$ cat config.mk
export PLATFORM = sky130hd
export DESIGN_NAME = mm_interleave_ctrl
export DESIGN_NICKNAME = d
export VERILOG_FILES = /design/src/rtl/mm_pkg.sv /design/src/rtl/mm_interleave_ctrl.sv
export SDC_FILE = /design/constraint.sdc
export NUM_CORES = 1
export LEC_CHECK = 0
export CAP_MARGIN = 30
export CORE_MARGIN = 10
export CORE_UTILIZATION = 50
export CTS_CLUSTER_DIAMETER = 200
export CTS_CLUSTER_SIZE = 20
export DETAILED_ROUTE_END_ITERATION = 8
export HOLD_SLACK_MARGIN = 0.15
export PLACE_DENSITY = 0.81
export SKIP_CTS_REPAIR_TIMING = 1
export SLEW_MARGIN = 30
export SYNTH_ARGS = -nofsm -noshare
export SYNTH_HDL_FRONTEND = slang
export SYNTH_SLANG_ARGS = --single-unit
$ cat constraint.sdc
create_clock -name clk -period 3.74 [get_ports clk]
set_clock_uncertainty 0.15 [all_clocks]
set_input_delay 0.748 -clock clk [delete_from_list [all_inputs] [get_ports clk]]
set_output_delay 0.748 -clock clk [all_outputs]
set_load 0.05 [all_outputs]
$ cat src/rtl/mm_pkg.sv
// Shared types and constants for the interleaved modular multiplication controller.
package mm_pkg;

    typedef enum logic [2:0] {
        IDLE,
        CLEAR,
        MULT,
        SUB1,
        SUB2,
        DONE
    } mm_state_t;

    // One mult plus two conditional subtractions per multiplier bit.
    localparam int unsigned CYCLES_PER_BIT = 3;

    function automatic int unsigned iter_width(input int unsigned nbits);
        return $clog2(nbits) + 1;
    endfunction

endpackage

$ cat src/rtl/mm_interleave_ctrl.sv
// Control FSM for interleaved modular multiplication P = X*Y mod M.
// Optional macro MM_EARLY_SKIP_EN: skip SUB2 when SUB1 saw P < M (data-dependent latency).
module mm_interleave_ctrl
    import mm_pkg::*;
#(
    parameter int unsigned n = 1024
) (
    input  logic                     clk,
    input  logic                     reset,
    input  logic                     start,
    input  logic                     p_ge_m,
    output logic                     p_clr,
    output logic                     mult,
    output logic                     sub,
    output logic [iter_width(n)-1:0] iter,
    output logic                     busy,
    output logic                     done
);

    localparam int unsigned    IW        = iter_width(n);
    localparam logic [IW-1:0]  ITER_INIT = IW'(n);

    mm_state_t     state_q, state_d;
    logic [IW-1:0] iter_q, iter_d;
    logic          last_bit;

    always_ff @(posedge clk) begin
        if (reset) begin
            state_q <= IDLE;
            iter_q  <= ITER_INIT;
        end else begin
            state_q <= state_d;
            iter_q  <= iter_d;
        end
    end

    assign last_bit = (iter_q == IW'(1));

    always_comb begin
        state_d = state_q;
        iter_d  = iter_q;
        p_clr   = 1'b0;
        mult    = 1'b0;
        sub     = 1'b0;
        done    = 1'b0;
        busy    = (state_q != IDLE);

        case (state_q)
            IDLE: begin
                if (start) begin
                    state_d = CLEAR;
                end
            end
            CLEAR: begin
                p_clr   = 1'b1;
                iter_d  = ITER_INIT;
                state_d = MULT;
            end
            MULT: begin
                mult    = 1'b1;
                state_d = SUB1;
            end
            SUB1: begin
                sub     = p_ge_m;
                state_d = SUB2;
`ifdef MM_EARLY_SKIP_EN
                // P < M already, so a second subtraction cannot be needed.
                if (!p_ge_m) begin
                    if (last_bit) begin
                        state_d = DONE;
                    end else begin
                        iter_d  = iter_q - IW'(1);
                        state_d = MULT;
                    end
                end
`endif
            end
            SUB2: begin
                sub = p_ge_m;
                if (last_bit) begin
                    state_d = DONE;
                end else begin
                    iter_d  = iter_q - IW'(1);
                    state_d = MULT;
                end
            end
            DONE: begin
                done    = 1'b1;
                state_d = IDLE;
            end
            default: begin
                state_d = IDLE;
            end
        endcase
    end

    assign iter = iter_q;

endmodule

==> impl_metrics.env, run 1 <==
export IMPL_synth_yosys_warnings=0
export IMPL_timing_reg2reg_setup_slack_ns=1.45
export IMPL_wl_um=1990
export IMPL_numCtsBuffers=3
export IMPL_vias=742
export IMPL_grt_remaining_overflow=0
export IMPL_n_fill_cell=125
export IMPL_postSynthAreaPerCell_um2=8.73
export IMPL_vias_in_the_first_global_route=704
export IMPL_synth_cell_area_um2=786
export IMPL_worst_path_stages=2
export IMPL_placementRows=14
export IMPL_clock_tree_from_tritoncts="yes"
export IMPL_asyncSetResetFlopFracSynth_pct=0
export IMPL_avgRoutedWirePerCell_um=16.3
export IMPL_count_of_flip_flops_with_a_built_in_enable_after_synthesis=0
export IMPL_outcome="completed"
export IMPL_ys_top_cells_by_area="sky130_fd_sc_hd__dfxtp_1 (36%), sky130_fd_sc_hd__o31ai_1 (6.7%), sky130_fd_sc_hd__a21oi_1 (5.1%)"
export IMPL_synthMostInstantiatedCell="sky130_fd_sc_hd__dfxtp_1"
export IMPL_worstPathRequired_ns=2.84
export IMPL_crit_path_top_delay_cell="sky130_fd_sc_hd__clkdlybuf4s50_1"
export IMPL_r2r_start="state_q[2]"
export IMPL_post_synth_most_frequent_cells="sky130_fd_sc_hd__dfxtp_1 (14), sky130_fd_sc_hd__a21oi_1 (8), sky130_fd_sc_hd__nor2_1 (7), sky130_fd_sc_hd__o31ai_1 (7), sky130_fd_sc_hd__clkbuf_1 (6)"
export IMPL_detail_route_antenna_nets=0
export IMPL_dpl_wire_length_um=1460
export IMPL_grt_pass1_wl_um=3260
export IMPL_critPathLaunch="state_q[0]"
export IMPL_core_area_mm2=0.00149
export IMPL_p_per_area_mw_per_mm2=356
export IMPL_die_h_um=59.6
export IMPL_sequential_fraction_of_the_synthesis_area_pct=35.7
export IMPL_r2r_depth=5
export IMPL_syn_nets=96
export IMPL_worstReg2RegEnd="iter[3]"
export IMPL_postSynth_topFlopCell="sky130_fd_sc_hd__dfxtp_1"
export IMPL_clock_latency_ns=0.28
export IMPL_clk_root_buffer_cell="sky130_fd_sc_hd__clkbuf_4"
export IMPL_drc_errors=0
export IMPL_finalWorstPathRequiredPeriod_ns=3.12
export IMPL_max_cap_viol_count=0
export IMPL_clock_transition_at_the_registers_of_the_reported_paths_ns=0.08
export IMPL_routed_via_density=6.08
export IMPL_postLayoutCoreUtil_pct=66.9
export IMPL_arrival_time_of_data_at_the_critical_path_endpoint_ns=2.22
export IMPL_die_width_um=59.6
export IMPL_worst_slew_pin_transition_ns=0.513
export IMPL_final_setup_viol_count=0
export IMPL_area_growth_syn_to_layout_pct=26.8
export IMPL_detailedRoute_firstIterationViolations=13
export IMPL_clock_path_buffers=2
export IMPL_critPathBufInv=1
export IMPL_timing_fmax_mhz=320
export IMPL_slew_violations=0
export IMPL_pin_count=20
export IMPL_hold_class="reg2reg"
export IMPL_ys_seq_elements=14
export IMPL_vdd_ir_drop_worst_mv=0.289
export IMPL_cts_sinks=14
export IMPL_finalPower_uw=354
export IMPL_crit_path_start_kind="register"
export IMPL_drive_gt1_share_pct=11.3
export IMPL_cp_top_family="buffers and inverters"
export IMPL_power_leakage_nw=0.358
export IMPL_timing_worst_setup_path_type="reg2out"
export IMPL_cp_cell_sequence="nor3b_1 > clkdlybuf4s50_1"
export IMPL_synth_largest_area_cell="sky130_fd_sc_hd__dfxtp_1"
export IMPL_floorplan_die_area_mm2=0.00356
export IMPL_cpPeakStageDelay_ns=0.91
export IMPL_rsz0062_at_grt="no"
export IMPL_endpoint_kind="primary output"
export IMPL_gp_congestion=0.766
export IMPL_io_buffer_count=19
export IMPL_nets=114
export IMPL_largest_net_degree_at_the_start_of_global_routing=13
export IMPL_drtPass1Iterations=4
export IMPL_min_delay_src="iter[8]"
export IMPL_synth_top_area_share_pct=35.7
export IMPL_crit_end="p_clr"
export IMPL_final_setup_tns_ns=0
export IMPL_timing_slew_headroom_pct=65.7
export IMPL_timing_final_crit_share_pct=83.5
export IMPL_synth_lib_cells_used_distinct=34
export IMPL_n_antenna_cell=0
export IMPL_timing_critical_path_fanout_max=11
export IMPL_start_util_pct=52.8
export IMPL_final_hold_viol_count=0
export IMPL_grt_total_usage_pct=11.6
export IMPL_cts_htree_levels=1
export IMPL_grt_antenna_before_repair=0
export IMPL_post_synth_inst_count=90
worst min-delay path by stage:
stage / endpoint / slack [ns] / cells after the start
floorplan: iter[2] / 0.46 / 4
global placement: iter[8] / 0.32 / 2
detailed placement: iter[8] / 0.34 / 2
CTS: iter[8] / 0.35 / 2
global route: iter[8] / 0.39 / 2
finish: iter[8] / 0.35 / 2
layer usage:
metal | up-vias | GRT usage (%) | routed length, µm
met2 | 20 | 17.2 | 949
met3 | 3 | 3.43 | 130
met5 | - | 0 | 0
met1 | 351 | 14.2 | 888
li1 | 368 | - | -
met4 | 0 | 6.73 | 22
state kept, by name, indices dropped and copies added, names as in the netlist:
name / cells
state_q: 3
iter: 11
metrics by stage:
step / std cells / cell area [µm²] / setup WS (ns) / hold WS, ns
final: 122 / 996 / 0.618 / 0.352
after global routing: 122 / 996 / 0.504 / 0.393
after CTS: 122 / 996 / 0.610 / 0.353
after detailed placement: 119 / 973 / 0.620 / 0.338
after global placement: 119 / 973 / 0.651 / 0.325
after floorplan: 90 / 786 / 0.893 / 0.459
worst register-to-register path, delay by kind of cell (launching register included):
kind / cells / cell delay (ns)
flops: 1 / 0.55
buf+inv: 1 / 0.20
compound gates: 2 / 0.30
simple gates: 2 / 1.02
where the power goes:
part / switching (mW) / internal [mW]
logic: 0.0607 / 0.0372
registers: 0.0141 / 0.156
clock network: 0.0491 / 0.0374
cell type report:
cell class	instances	area [µm²]	share of cell area, %
multi-input combinational	67	468	47.0
inverter	2	7.51	0.754
clock buffer	3	22.5	2.26
tap	16	20.0	2.01
timing repair buffer	20	198	19.8
sequential	14	280	28.1
placed cells by master, fill, tap and decap left out, drive strengths merged, types with 3 or more instances in the layout:
cell,instances
clkdlybuf4s50,19
nand2,3
or4,6
a21oi,8
xor2,4
clkbuf,3
nor3b,3
dfxtp,14
nor2,7
or3,5
o31ai,8
cells by family (layout without fill, tap and decap cells):
| group | Yosys count | in the layout | share of synthesized area, % |
|---|---|---|---|
| compound gates | 21 | 21 | 18.9 |
| flops | 14 | 14 | 35.7 |
| simple gates | 39 | 39 | 31.8 |
| fa+ha+maj | 2 | 2 | 3.18 |
| xor+xnor | 5 | 5 | 5.57 |
| buf+inv | 9 | 25 | 4.78 |
Note: power is estimated with default switching activity, not from simulation.
==> run 2: changes to the inputs <==
- CORE_UTILIZATION: 50 -> 47
- PLACE_DENSITY: 0.81 -> 0.77
- clock period: 3.74 -> 3 ns (I/O delays scaled with it)
==> impl_metrics.env, run 2 (synthesis results as in run 1) <==
export IMPL_outcome="completed"
export IMPL_avgRoutedWirePerCell_um=14.9
export IMPL_layout_cells_most_common_list="sky130_fd_sc_hd__clkdlybuf4s50_1 (18), sky130_fd_sc_hd__dfxtp_1 (14), sky130_fd_sc_hd__a21oi_1 (8), sky130_fd_sc_hd__nor2_1 (7), sky130_fd_sc_hd__o31ai_1 (7)"
export IMPL_p_per_area_mw_per_mm2=438
export IMPL_flip_flop_count_of_the_largest_register_all_copies_and_words_added=11
export IMPL_gp_congestion=0.791
export IMPL_grt_antenna_before_repair=0
export IMPL_final_setup_viol_count=0
export IMPL_clk_pwr_share_pct=23.6
export IMPL_clock_latency_ns=0.28
export IMPL_sequentialPowerShare_pct=48.0
export IMPL_vias_in_the_first_global_route=691
export IMPL_largest_net_degree_at_the_start_of_global_routing=13
export IMPL_drive_gt1_share_pct=13.1
export IMPL_cts_sinks=14
export IMPL_clock_path_buffers=2
export IMPL_max_cap_viol_count=0
export IMPL_placementRows=14
export IMPL_worst_slew_pin_transition_ns=0.531
export IMPL_power_leakage_nw=0.366
export IMPL_timing_fmax_mhz=363
export IMPL_crit_path_start_kind="register"
export IMPL_timing_slew_headroom_pct=64.6
export IMPL_io_buffer_count=19
export IMPL_final_setup_tns_ns=0
export IMPL_grt_pass1_wl_um=2990
export IMPL_hold_ws_ns=0.345
export IMPL_pin_count=20
export IMPL_clock_tree_from_tritoncts="yes"
export IMPL_slew_violations=0
export IMPL_combinational_group_share_of_total_power_pct=28.3
export IMPL_core_area_mm2=0.00154
export IMPL_grt_total_usage_pct=10.6
export IMPL_drc_errors=0
export IMPL_power_share_switching_pct=34.1
export IMPL_endpoint_kind="primary output"
export IMPL_clk_root_buffer_cell="sky130_fd_sc_hd__clkbuf_4"
export IMPL_internal_power_uw=289
export IMPL_die_width_um=60.9
export IMPL_hold_class="reg2reg"
export IMPL_wl_um=1840
export IMPL_die_h_um=60.9
export IMPL_timing_worst_setup_path_type="reg2out"
export IMPL_timing_final_crit_share_pct=91.8
export IMPL_final_hold_viol_count=0
export IMPL_worstPathRequired_ns=2.25
export IMPL_numCtsBuffers=3
export IMPL_routed_via_density=5.96
export IMPL_rsz0062_at_grt="no"
export IMPL_detail_route_antenna_nets=0
export IMPL_dpl_wire_length_um=1380
export IMPL_drtPass1Iterations=4
export IMPL_power_net_switching_uw=150
export IMPL_clock_transition_at_the_registers_of_the_reported_paths_ns=0.08
export IMPL_floorplan_die_area_mm2=0.00371
export IMPL_nets=115
export IMPL_cts_htree_levels=1
export IMPL_finalWorstPathRequiredPeriod_ns=2.76
export IMPL_detailedRoute_firstIterationViolations=13
export IMPL_vias=733
export IMPL_area_growth_syn_to_layout_pct=27.4
export IMPL_timing_critical_path_fanout_max=11
export IMPL_arrival_time_of_data_at_the_critical_path_endpoint_ns=2.01
export IMPL_mostFrequentLayoutCell="sky130_fd_sc_hd__clkdlybuf4s50_1"
export IMPL_start_util_pct=51.0
export IMPL_vdd_ir_drop_worst_mv=0.369
export IMPL_grt_remaining_overflow=0
export IMPL_n_antenna_cell=0
==> run 2: cell count changes in the layout (fill, tap and decap cells not counted) <==
| cell | before | now |
|---|---|---|
| sky130_fd_sc_hd__buf_4 | 1 | 3 |
| sky130_fd_sc_hd__clkdlybuf4s50_1 | 19 | 18 |
==> run 2: routing by layer <==
metal | vias to the layer above | part of all wire, % | track usage (%)
met5 | - | 0 | 0
met4 | 0 | 0.49 | 5.64
met3 | 2 | 8.9 | 4.80
met2 | 21 | 48 | 17.5
met1 | 340 | 43 | 11.0
li1 | 370 | - | -
==> run 2: cell type report <==
| cell class | count | area (µm²) |
|---|---|---|
| multi-input combinational | 67 | 468 |
| fill | 151 | 541 |
| tap | 16 | 20.0 |
| sequential | 14 | 280 |
| timing repair buffer | 21 | 203 |
| inverter | 2 | 7.51 |
| clock buffer | 3 | 22.5 |
==> run 2: power by group through the flow <==
stage	Clock (mW)	Combinational (mW)	Sequential, mW
6_report	0.104	0.124	0.211
5_1_grt	0.120	0.133	0.213
4_1_cts	0.109	0.125	0.210
3_5_place_dp	0	0.125	0.215
3_3_place_gp	0	0.123	0.214
2_1_floorplan	0	0.0802	0.220
==> run 2: final timing paths <==
check,from,endpoint,slack (ns),depth (start not counted)
max,state_q[0],p_clr,0.24,2
min reg2reg,iter[8],iter[8],0.35,2
min,iter[8],iter[8],0.35,2
max reg2reg,state_q[2],iter[3],0.55,5
==> run 2: per-stage QoR <==
step                area [µm²]  utilization (%)  worst slack, ns  total power [mW]  cells
floorplan                  786                -            0.187             0.300     90
global placement           978             63.5            0.602             0.337    120
detailed placement         978             63.5            0.583             0.340    120
CTS                       1000             64.9            0.242             0.445    123
global route              1000             64.9           0.0581             0.466    123
finish                    1000             64.9            0.245             0.439    123
==> run 2: critical path, cell delays in order, from the launching register on <==
cell and delay (ns):
sky130_fd_sc_hd__dfxtp_1 0.55, sky130_fd_sc_hd__nor3b_1 0.31, sky130_fd_sc_hd__clkdlybuf4s50_1 0.86
